<file path="src/rtl/ctrl_fsm_pkg.sv">
// Shared definitions for the multi-cycle controller: opcodes, rd-source
// selects, FSM state encoding and the decoded control word.
package ctrl_fsm_pkg;

   typedef enum logic [2:0] {
      ST_FETCH    = 3'd0,
      ST_EXEC     = 3'd1,
      ST_WAIT     = 3'd2,
      ST_WB       = 3'd3,
      ST_IO_FETCH = 3'd4,
      ST_IO_EXEC  = 3'd5,
      ST_IO_HOLD  = 3'd6
   } state_t;

   localparam logic [3:0] OP_LOAD  = 4'h0;
   localparam logic [3:0] OP_STORE = 4'h1;
   localparam logic [3:0] OP_MOVE  = 4'h2;
   localparam logic [3:0] OP_JUMP  = 4'h3;
   localparam logic [3:0] OP_MUL   = 4'hE;
   localparam logic [3:0] OP_DIV   = 4'hF;

   localparam logic [3:0] IO_LD_REG  = 4'h0;
   localparam logic [3:0] IO_LD_RAM  = 4'h1;
   localparam logic [3:0] IO_LD_INS  = 4'h2;
   localparam logic [3:0] IO_OUT_REG = 4'h3;
   localparam logic [3:0] IO_OUT_RAM = 4'h4;

   localparam logic [1:0] SEL_RAM = 2'd0;
   localparam logic [1:0] SEL_ALU = 2'd1;
   localparam logic [1:0] SEL_IO  = 2'd2;

   typedef struct packed {
      logic en_offset;
      logic en_cnt;
      logic ram_we;
      logic rd_we;
      logic en_mv;
      logic ins_we;
      logic alu_start;
      logic io_ack;
   } strobe_t;

   typedef struct packed {
      strobe_t    stb;
      logic [3:0] alu_op;
      logic [1:0] rd_sel;
      logic       mux_ram_rs0_io;
      logic       mux_io_rs0_ram;
   } ctrl_word_t;

   function automatic logic is_multi(input logic [3:0] op);
      return (op == OP_MUL) || (op == OP_DIV);
   endfunction

endpackage

</file>
<file path="src/rtl/ctrl_fsm_if.sv">
// Controller <-> front end / datapath bundle. master = controller side.
interface ctrl_fsm_if #(
   parameter int INST_W = 16,
   parameter int REG_AW = 4,
   parameter int RAM_AW = 8,
   parameter int INS_AW = 4
) ();
   logic              interrupt;
   logic              inst_valid;
   logic [INST_W-1:0] instruction;
   logic              alu_done;
   logic              inst_ready;
   logic [3:0]        alu_op;
   logic              alu_start;
   logic [INS_AW-1:0] pc_offset;
   logic [INS_AW-1:0] addr_ins;
   logic [RAM_AW-1:0] addr_ram;
   logic [REG_AW-1:0] addr_rs0;
   logic [REG_AW-1:0] addr_rs1;
   logic [REG_AW-1:0] addr_rd;
   logic              en_offset;
   logic              en_cnt;
   logic              ram_we;
   logic              rd_we;
   logic              en_mv;
   logic              ins_we;
   logic              mux_ram_rs0_io;
   logic              mux_io_rs0_ram;
   logic [1:0]        mux_rd_sel;
   logic              io_ack;
   logic              busy;

   modport master (
      input  interrupt, inst_valid, instruction, alu_done,
      output inst_ready, alu_op, alu_start, pc_offset, addr_ins, addr_ram,
             addr_rs0, addr_rs1, addr_rd, en_offset, en_cnt, ram_we, rd_we,
             en_mv, ins_we, mux_ram_rs0_io, mux_io_rs0_ram, mux_rd_sel,
             io_ack, busy
   );

   modport slave (
      output interrupt, inst_valid, instruction, alu_done,
      input  inst_ready, alu_op, alu_start, pc_offset, addr_ins, addr_ram,
             addr_rs0, addr_rs1, addr_rd, en_offset, en_cnt, ram_we, rd_we,
             en_mv, ins_we, mux_ram_rs0_io, mux_io_rs0_ram, mux_rd_sel,
             io_ack, busy
   );
endinterface

</file>
<file path="src/rtl/ctrl_fsm_decode.sv">
// Combinational opcode -> control word decode, shared by EXEC and IO_EXEC.
// Address fields are cast to the port width (zero-extend or truncate).
module ctrl_decode
   import ctrl_fsm_pkg::*;
#(
   parameter int INST_W = 16,
   parameter int REG_AW = 4,
   parameter int RAM_AW = 8,
   parameter int INS_AW = 4
) (
   input  logic [INST_W-1:0] i_inst,
   input  logic              i_io_mode,
   output ctrl_word_t        o_cw,
   output logic [INS_AW-1:0] o_pc_offset,
   output logic [INS_AW-1:0] o_addr_ins,
   output logic [RAM_AW-1:0] o_addr_ram,
   output logic [REG_AW-1:0] o_addr_rs0,
   output logic [REG_AW-1:0] o_addr_rs1,
   output logic [REG_AW-1:0] o_addr_rd
);
   logic [3:0] w_op;
   assign w_op = i_inst[INST_W-1 -: 4];

   // Control word for the current opcode; unused fields default to zero.
   always_comb begin
      o_cw        = '0;
      o_pc_offset = '0;
      o_addr_ins  = '0;
      o_addr_ram  = '0;
      o_addr_rs0  = '0;
      o_addr_rs1  = '0;
      o_addr_rd   = '0;
      if (i_io_mode) begin
         o_cw.mux_ram_rs0_io = 1'b1;
         o_cw.rd_sel         = SEL_IO;
         o_cw.alu_op         = 4'h0;
         o_cw.stb.io_ack     = 1'b1;
         case (w_op)
            IO_LD_REG: begin
               o_addr_rd      = REG_AW'(i_inst[11:8]);
               o_cw.stb.rd_we = 1'b1;
            end
            IO_LD_RAM: begin
               o_addr_ram      = RAM_AW'(i_inst[11:4]);
               o_cw.stb.ram_we = 1'b1;
            end
            IO_LD_INS: begin
               o_addr_ins      = INS_AW'(i_inst[11:8]);
               o_cw.stb.ins_we = 1'b1;
            end
            IO_OUT_REG: o_addr_rs0 = REG_AW'(i_inst[11:8]);
            IO_OUT_RAM: begin
               o_addr_ram          = RAM_AW'(i_inst[11:4]);
               o_cw.mux_io_rs0_ram = 1'b1;
            end
            default: o_cw.stb.io_ack = 1'b1;
         endcase
      end else begin
         o_cw.alu_op = w_op;
         case (w_op)
            OP_LOAD: begin
               o_addr_ram      = RAM_AW'(i_inst[7:0]);
               o_addr_rd       = REG_AW'(i_inst[11:8]);
               o_cw.stb.rd_we  = 1'b1;
               o_cw.stb.en_cnt = 1'b1;
               o_cw.rd_sel     = SEL_RAM;
            end
            OP_STORE: begin
               o_addr_ram      = RAM_AW'(i_inst[11:4]);
               o_addr_rs0      = REG_AW'(i_inst[3:0]);
               o_cw.stb.ram_we = 1'b1;
               o_cw.stb.en_cnt = 1'b1;
            end
            OP_MOVE: begin
               o_addr_rs0      = REG_AW'(i_inst[3:0]);
               o_addr_rd       = i_inst[REG_AW+3:4];
               o_cw.stb.en_mv  = 1'b1;
               o_cw.stb.en_cnt = 1'b1;
            end
            OP_JUMP: begin
               o_pc_offset        = INS_AW'(i_inst[11:8]);
               o_cw.stb.en_offset = 1'b1;
            end
            OP_MUL, OP_DIV: begin
               o_addr_rs0         = REG_AW'(i_inst[7:4]);
               o_addr_rs1         = REG_AW'(i_inst[3:0]);
               o_addr_rd          = REG_AW'(i_inst[11:8]);
               o_cw.stb.alu_start = 1'b1;
               o_cw.rd_sel        = SEL_ALU;
            end
            default: begin
               o_addr_rs0      = REG_AW'(i_inst[7:4]);
               o_addr_rs1      = REG_AW'(i_inst[3:0]);
               o_addr_rd       = REG_AW'(i_inst[11:8]);
               o_cw.stb.rd_we  = 1'b1;
               o_cw.stb.en_cnt = 1'b1;
               o_cw.rd_sel     = SEL_ALU;
            end
         endcase
      end
   end
endmodule

</file>
<file path="src/rtl/ctrl_fsm.sv">
// Multi-cycle fetch/execute controller with ALU start/done handshake and
// interrupt-driven IO mode. Every output is driven from a register.
module ctrl_fsm
   import ctrl_fsm_pkg::*;
#(
   parameter int INST_W = 16,
   parameter int REG_AW = 4,
   parameter int RAM_AW = 8,
   parameter int INS_AW = 4
) (
   input logic        clock,
   input logic        reset,
   ctrl_fsm_if.master bus
);
   state_t            r_state, w_next;
   logic [INST_W-1:0] r_ir;
   logic              w_load_ir, w_upd, w_io_mode;
   logic              r_inst_ready, r_busy;
   strobe_t           r_stb, w_stb;
   ctrl_word_t        w_cw;
   logic [3:0]        r_alu_op;
   logic [1:0]        r_rd_sel;
   logic              r_mux_ram_rs0_io, r_mux_io_rs0_ram;
   logic [INS_AW-1:0] w_pc_offset, w_addr_ins, r_pc_offset, r_addr_ins;
   logic [RAM_AW-1:0] w_addr_ram, r_addr_ram;
   logic [REG_AW-1:0] w_addr_rs0, w_addr_rs1, w_addr_rd;
   logic [REG_AW-1:0] r_addr_rs0, r_addr_rs1, r_addr_rd;

   assign w_io_mode = (r_state == ST_IO_EXEC);
   assign w_upd     = (r_state == ST_EXEC) || (r_state == ST_IO_EXEC);

   ctrl_decode #(
      .INST_W(INST_W), .REG_AW(REG_AW), .RAM_AW(RAM_AW), .INS_AW(INS_AW)
   ) u_decode (
      .i_inst     (r_ir),
      .i_io_mode  (w_io_mode),
      .o_cw       (w_cw),
      .o_pc_offset(w_pc_offset),
      .o_addr_ins (w_addr_ins),
      .o_addr_ram (w_addr_ram),
      .o_addr_rs0 (w_addr_rs0),
      .o_addr_rs1 (w_addr_rs1),
      .o_addr_rd  (w_addr_rd)
   );

   // Next state and next-cycle strobes. alu_done coinciding with the
   // visible alu_start pulse is ignored.
   always_comb begin
      w_next    = r_state;
      w_load_ir = 1'b0;
      w_stb     = '0;
      case (r_state)
         ST_FETCH: begin
            if (bus.interrupt) begin
               w_next = ST_IO_FETCH;
            end else if (bus.inst_valid && r_inst_ready) begin
               w_load_ir = 1'b1;
               w_next    = ST_EXEC;
            end else begin
               w_next = ST_FETCH;
            end
         end
         ST_EXEC: begin
            w_stb  = w_cw.stb;
            w_next = is_multi(r_ir[INST_W-1 -: 4]) ? ST_WAIT : ST_FETCH;
         end
         ST_WAIT: begin
            if (bus.alu_done && !r_stb.alu_start) begin
               w_stb.rd_we  = 1'b1;
               w_stb.en_cnt = 1'b1;
               w_next       = ST_WB;
            end else begin
               w_next = ST_WAIT;
            end
         end
         ST_WB: w_next = ST_FETCH;
         ST_IO_FETCH: begin
            if (!bus.interrupt) begin
               w_next = ST_FETCH;
            end else if (bus.inst_valid && r_inst_ready) begin
               w_load_ir = 1'b1;
               w_next    = ST_IO_EXEC;
            end else begin
               w_next = ST_IO_FETCH;
            end
         end
         ST_IO_EXEC: begin
            w_stb  = w_cw.stb;
            w_next = ST_IO_HOLD;
         end
         ST_IO_HOLD: begin
            if (!bus.interrupt) begin
               w_next = ST_FETCH;
            end else begin
               w_next = ST_IO_HOLD;
            end
         end
         default: w_next = ST_FETCH;
      endcase
   end

   // State, instruction register and all output registers.
   always_ff @(posedge clock or posedge reset) begin
      if (reset) begin
         r_state          <= ST_FETCH;
         r_ir             <= '0;
         r_inst_ready     <= 1'b0;
         r_busy           <= 1'b0;
         r_stb            <= '0;
         r_alu_op         <= 4'h0;
         r_rd_sel         <= 2'd0;
         r_mux_ram_rs0_io <= 1'b0;
         r_mux_io_rs0_ram <= 1'b0;
         r_pc_offset      <= '0;
         r_addr_ins       <= '0;
         r_addr_ram       <= '0;
         r_addr_rs0       <= '0;
         r_addr_rs1       <= '0;
         r_addr_rd        <= '0;
      end else begin
         r_state      <= w_next;
         r_inst_ready <= (w_next == ST_FETCH) || (w_next == ST_IO_FETCH);
         r_busy       <= (w_next != ST_FETCH);
         r_stb        <= w_stb;
         if (w_load_ir) begin
            r_ir <= bus.instruction;
         end
         if (w_upd) begin
            r_alu_op         <= w_cw.alu_op;
            r_rd_sel         <= w_cw.rd_sel;
            r_mux_ram_rs0_io <= w_cw.mux_ram_rs0_io;
            r_mux_io_rs0_ram <= w_cw.mux_io_rs0_ram;
            r_pc_offset      <= w_pc_offset;
            r_addr_ins       <= w_addr_ins;
            r_addr_ram       <= w_addr_ram;
            r_addr_rs0       <= w_addr_rs0;
            r_addr_rs1       <= w_addr_rs1;
            r_addr_rd        <= w_addr_rd;
         end
      end
   end

   assign bus.inst_ready     = r_inst_ready;
   assign bus.busy           = r_busy;
   assign bus.alu_op         = r_alu_op;
   assign bus.alu_start      = r_stb.alu_start;
   assign bus.pc_offset      = r_pc_offset;
   assign bus.addr_ins       = r_addr_ins;
   assign bus.addr_ram       = r_addr_ram;
   assign bus.addr_rs0       = r_addr_rs0;
   assign bus.addr_rs1       = r_addr_rs1;
   assign bus.addr_rd        = r_addr_rd;
   assign bus.en_offset      = r_stb.en_offset;
   assign bus.en_cnt         = r_stb.en_cnt;
   assign bus.ram_we         = r_stb.ram_we;
   assign bus.rd_we          = r_stb.rd_we;
   assign bus.en_mv          = r_stb.en_mv;
   assign bus.ins_we         = r_stb.ins_we;
   assign bus.mux_ram_rs0_io = r_mux_ram_rs0_io;
   assign bus.mux_io_rs0_ram = r_mux_io_rs0_ram;
   assign bus.mux_rd_sel     = r_rd_sel;
   assign bus.io_ack         = r_stb.io_ack;
endmodule

</file>
<file path="src/flat_wrapper.sv">
// flat-port wrapper written by rule: the top's interface ports become plain ports
module ctrl_fsm_flat import ctrl_fsm_pkg::*;
#(
   parameter int INST_W = 16,
   parameter int REG_AW = 4,
   parameter int RAM_AW = 8,
   parameter int INS_AW = 4
)
  (clock, reset, bus_interrupt, bus_inst_valid, bus_instruction, bus_alu_done, bus_inst_ready, bus_alu_op, bus_alu_start, bus_pc_offset, bus_addr_ins, bus_addr_ram, bus_addr_rs0, bus_addr_rs1, bus_addr_rd, bus_en_offset, bus_en_cnt, bus_ram_we, bus_rd_we, bus_en_mv, bus_ins_we, bus_mux_ram_rs0_io, bus_mux_io_rs0_ram, bus_mux_rd_sel, bus_io_ack, bus_busy);
  ctrl_fsm_if #(.INST_W(INST_W), .REG_AW(REG_AW), .RAM_AW(RAM_AW), .INS_AW(INS_AW)) bus_i ();
  input logic clock;
  input logic reset;
  input wire logic [$bits(bus_i.interrupt)-1:0] bus_interrupt;
  input wire logic [$bits(bus_i.inst_valid)-1:0] bus_inst_valid;
  input wire logic [$bits(bus_i.instruction)-1:0] bus_instruction;
  input wire logic [$bits(bus_i.alu_done)-1:0] bus_alu_done;
  output wire logic [$bits(bus_i.inst_ready)-1:0] bus_inst_ready;
  output wire logic [$bits(bus_i.alu_op)-1:0] bus_alu_op;
  output wire logic [$bits(bus_i.alu_start)-1:0] bus_alu_start;
  output wire logic [$bits(bus_i.pc_offset)-1:0] bus_pc_offset;
  output wire logic [$bits(bus_i.addr_ins)-1:0] bus_addr_ins;
  output wire logic [$bits(bus_i.addr_ram)-1:0] bus_addr_ram;
  output wire logic [$bits(bus_i.addr_rs0)-1:0] bus_addr_rs0;
  output wire logic [$bits(bus_i.addr_rs1)-1:0] bus_addr_rs1;
  output wire logic [$bits(bus_i.addr_rd)-1:0] bus_addr_rd;
  output wire logic [$bits(bus_i.en_offset)-1:0] bus_en_offset;
  output wire logic [$bits(bus_i.en_cnt)-1:0] bus_en_cnt;
  output wire logic [$bits(bus_i.ram_we)-1:0] bus_ram_we;
  output wire logic [$bits(bus_i.rd_we)-1:0] bus_rd_we;
  output wire logic [$bits(bus_i.en_mv)-1:0] bus_en_mv;
  output wire logic [$bits(bus_i.ins_we)-1:0] bus_ins_we;
  output wire logic [$bits(bus_i.mux_ram_rs0_io)-1:0] bus_mux_ram_rs0_io;
  output wire logic [$bits(bus_i.mux_io_rs0_ram)-1:0] bus_mux_io_rs0_ram;
  output wire logic [$bits(bus_i.mux_rd_sel)-1:0] bus_mux_rd_sel;
  output wire logic [$bits(bus_i.io_ack)-1:0] bus_io_ack;
  output wire logic [$bits(bus_i.busy)-1:0] bus_busy;
  assign bus_i.interrupt = bus_interrupt;
  assign bus_i.inst_valid = bus_inst_valid;
  assign bus_i.instruction = bus_instruction;
  assign bus_i.alu_done = bus_alu_done;
  assign bus_inst_ready = bus_i.inst_ready;
  assign bus_alu_op = bus_i.alu_op;
  assign bus_alu_start = bus_i.alu_start;
  assign bus_pc_offset = bus_i.pc_offset;
  assign bus_addr_ins = bus_i.addr_ins;
  assign bus_addr_ram = bus_i.addr_ram;
  assign bus_addr_rs0 = bus_i.addr_rs0;
  assign bus_addr_rs1 = bus_i.addr_rs1;
  assign bus_addr_rd = bus_i.addr_rd;
  assign bus_en_offset = bus_i.en_offset;
  assign bus_en_cnt = bus_i.en_cnt;
  assign bus_ram_we = bus_i.ram_we;
  assign bus_rd_we = bus_i.rd_we;
  assign bus_en_mv = bus_i.en_mv;
  assign bus_ins_we = bus_i.ins_we;
  assign bus_mux_ram_rs0_io = bus_i.mux_ram_rs0_io;
  assign bus_mux_io_rs0_ram = bus_i.mux_io_rs0_ram;
  assign bus_mux_rd_sel = bus_i.mux_rd_sel;
  assign bus_io_ack = bus_i.io_ack;
  assign bus_busy = bus_i.busy;
  ctrl_fsm #(.INST_W(INST_W), .REG_AW(REG_AW), .RAM_AW(RAM_AW), .INS_AW(INS_AW)) u_core (.clock(clock), .reset(reset), .bus(bus_i));
endmodule
</file>
<file path="config.mk">
export PLATFORM = sky130hd
export DESIGN_NAME = ctrl_fsm_flat
export DESIGN_NICKNAME = d
export VERILOG_FILES = /design/src/rtl/ctrl_fsm_pkg.sv /design/src/rtl/ctrl_fsm_if.sv /design/src/rtl/ctrl_fsm_decode.sv /design/src/rtl/ctrl_fsm.sv /design/src/flat_wrapper.sv
export SDC_FILE = /design/constraint.sdc
export NUM_CORES = 1
export LEC_CHECK = 0
export BUFFER_PORTS_ARGS = -buffer_cell sky130_fd_sc_hd__buf_2
export CAP_MARGIN = 5
export CORE_ASPECT_RATIO = 1.1
export CORE_MARGIN = 5
export CORE_UTILIZATION = 53
export CTS_CLUSTER_DIAMETER = 120
export DETAILED_ROUTE_END_ITERATION = 10
export PLACE_DENSITY_LB_ADDON = 0.15
export SYNTH_ARGS = -nofsm -noshare
export SYNTH_HDL_FRONTEND = slang
export SYNTH_SLANG_ARGS = --single-unit
</file>
<file path="constraint.sdc">
create_clock -name clock -period 2.6 [get_ports clock]
set_clock_uncertainty 0.2 [all_clocks]
set_input_delay 0.13 -clock clock [delete_from_list [all_inputs] [get_ports clock]]
set_output_delay 0.13 -clock clock [all_outputs]
set_load 0.1 [all_outputs]
</file>
==> summary by stage <==
Global routing
The initial antenna violation count is 0. The first global-routing pass estimated between 10 and 15 mm of wire. Entering global routing, the biggest net connects 40 pins.

The via count of the first global-routing pass was 2,138. The total global-route track usage is around 22%. Summed over all layers, the global routing overflow is 0.

Worst setup path
The kind of cell adding the most delay to the critical path is flip-flops. The capturing element type of the critical path is a register. The number of buffer and inverter instances along the worst setup path is 0.

The capturing point of the worst reg2reg path is u_core.r_ir[0]. The startpoint identified for the worst register-to-register timing path is u_core.r_state[2]. Of all nets on the critical path, the largest fanout is 19. On the critical path, the stage with the largest delay is an instance of dfrtp_1. The setup check on the worst reg-to-reg path leaves a slack of 650 ps.

The required time of the worst setup path is roughly 2600 ps. Traced cell by cell, the critical path runs through xnor2_2, nand4_4, mux2_1. Counting cells, the worst reg-to-reg path comes to 3. The critical path class is reg -> reg. On the worst path, the slowest cell contributes a delay of 690 ps. Data on the critical path arrives at its endpoint at around 2000 ps. The worst setup path is launched from a register.

Die
The die is slightly below 90 µm tall. The number of ports placed on the die boundary is 67. The site row count is 28. The floorplan step defined a die boundary enclosing around 0.0069 mm². The floorplan core area is around 0.0053 mm².

The die boundary width is between 70 and 80 µm. The starting utilization of the core area is approximately 54%.

Final layout
The proportion of layout cells with a drive suffix above 1 is ~34%. The filler cell count in the final layout is between 400 and 500. The finished layout holds between 300 and 400 standard cells, fillers aside.

The number of inserted diodes is 0. Relative to the synthesized area, the layout overhead comes to 26.9%. The layout net count is 332. The final core area utilization is about two thirds.

Clock network
The number of clock buffers added by TritonCTS is 9. The deepest clock path buffer count is 2. For the worst-skew pair, the clock arrives at the later sink with an insertion delay of 340 ps.

The number of levels in the clock H-tree is 3. The post-CTS setup buffer count is 0. The total number of clock tree sinks is 64. The clock root buffer master is clkbuf_8. The TritonCTS clock tree is built. After clock tree synthesis, the clock-pin slew on the worst setup and hold paths is 70 ps.

Min path
The destination of the worst hold path is u_core.r_state[0]. The path category of the worst min-delay check is in -> reg. The worst hold path begins at bus_inst_valid. Counting instances, the worst hold path has a depth of 3.

Drt
Before antenna repair, the detailed router went through 4 iterations. The post-route DRC violation count is 0. The final wirelength is 6.60 mm. The initial DRC count is between 200 and 250. The post-detailed-route via-to-cell ratio is 5.53. The average wire per cell in the routed design is about 17 µm. The detail route stage leaves a number of antenna-violating nets equal to 0. The final route contains 2,164 vias.

Run status
The run finished with clean final reports.

Timing
Setup repair after global routing left no endpoint under its margin. The worst hold slack across all endpoints is ~100 ps. The count of final max-slew check failures is 0. After layout, the worst path uses between 70% and 80% of the clock period. The final hold violation count is 0. The final setup TNS is 0 ps. Setup violations remaining at the end of the flow were counted as 0. Headroom to the max-slew limit came out at 55.7%. The routed design could run at a clock period as short as between 1500 and 2000 ps. For the pin with the worst max-slew slack, the measured transition is ~660 ps. The maximum clock frequency is 512 MHz.

Yosys
The most instantiated library cell after synthesis is dfrtp_1. Counting every net in the synthesized netlist gives between 200 and 300. The leading area contributor after synthesis is dfrtp_1. Of the synthesized area, sequential elements account for around 56%. The Yosys step of the flow raised 0 warnings. The synthesized netlist cell count is ~230.

The commonest cells after synthesis are 64 x dfrtp_1, 21 x nand2_1, 11 x a22o_1. After synthesis, the netlist uses 50 different library cells. The number of synthesized flops with an enable pin is 0.

In this run, synthesis produced a sequential element count of 64. The top flip-flop cell by instance count after synthesis is dfrtp_1. The proportion of register bits with asynchronous set or reset after synthesis is 100%. The area share of the leading cell type in the synthesized netlist is 56.4%. By area the synthesized netlist is led by dfrtp_1 56%, mux2_2 3.6%, a22o_1 3.4%, mux2_1 2.8%, nand2_1 2.8%. The mapped netlist covers approximately 0.0028 mm². The average footprint of a synthesized cell is roughly 12 µm².

Placement
The half-perimeter wire length of the detailed placement result is between 4 and 5 mm. The routability-driven placement congestion ratio is ~0.87. The number of input and output port buffers inserted is 66. Including well taps, the total number of placed cells is approximately 360.

Flow run
The max capacitance violation total is 0.
-- placed cells by master, fill, tap and decap left out, types with 4 or more instances in the layout --
master,instances
buf_4,5
mux2_1,7
dlygate4sd3_1,19
o21ai_0,4
nand2_1,21
nand3_1,8
dfrtp_1,64
nor2b_1,4
mux2_2,9
a32oi_1,8
a22o_1,11
nor2_1,7
clkbuf_8,11
a221o_1,5
nand4_1,7
and2_1,6
buf_2,66
o21ai_1,8
-- worst reg2reg max path, cell delays in order, from the launching register on --
cell and delay (ps):
dfrtp_1 690, xnor2_2 190, nand4_4 330, mux2_1 430
-- worst max path at each step --
stage	start	to	slack (ps)	cells after the start
after global routing	u_core.r_state[2]	u_core.r_ir[3]	490	3
after detailed placement	u_core.r_state[2]	u_core.r_ir[0]	640	3
after global placement	u_core.r_state[2]	u_core.r_ir[0]	670	3
final	u_core.r_state[2]	u_core.r_ir[0]	650	3
after CTS	u_core.r_state[2]	u_core.r_ir[3]	630	3
after floorplan	u_core.bus.inst_ready	u_core.r_ir[15]	500	3
-- what timing repair did --
item,in CTS,in global routing
hold buffers,19,0
endpoints found under the setup margin,0,0
hold endpoints to repair,43,0
gates resized for setup,0,0
-- kinds of logic (layout without fill, tap and decap cells) --
family                 after synthesis  after routing  synth area share, %
AND/OR/NAND/NOR                     73             73                 16.8
flip-flops                          64             64                 56.4
AO/OA/AOI/OAI                       52             52                 14.0
buffers and inverters               21            108                 5.29
multiplexers                        17             17                 6.70
XOR/XNOR                             2              2                0.881
-- metal layers --
layer,up-vias,track usage [%],share of wire [%]
li1,1016,-,-
met1,1045,32.0,44
met2,89,29.5,45
met3,14,4.68,7.8
met4,0,11.5,2.6
met5,-,0,0
-- metrics by stage --
step	setup slack [ps]	area, µm²
3_3_place_gp	670	3160
5_1_grt	487	3600
4_1_cts	630	3600
2_1_floorplan	496	2840
3_5_place_dp	635	3160
6_report	648	3600
-- registers in the layout (all words and copies together), names as in the netlist, 2 cells and up --
signal / count
u_core.bus.addr_rs0: 4
u_core.bus.alu_op: 4
u_core.bus.addr_rd: 4
u_core.bus.addr_rs1: 4
u_core.bus.mux_rd_sel: 2
u_core.r_state: 3
u_core.r_ir: 16
u_core.bus.addr_ins: 4
u_core.bus.pc_offset: 4
u_core.bus.addr_ram: 8
-- layout make-up --
class                      instances  area (µm²)  area share [%]
clock inverter                     5         103            2.85
multi-input combinational        144        1090            30.2
timing repair buffer              90         558            15.5
tap                               75        93.8            2.60
clock buffer                      11         151            4.20
inverter                           2        7.51           0.208
sequential                        64        1600            44.4
Power is left out: the tool's default activity adds up to more than one toggle a clock period on the data nets, which glitch-free logic cannot reach.
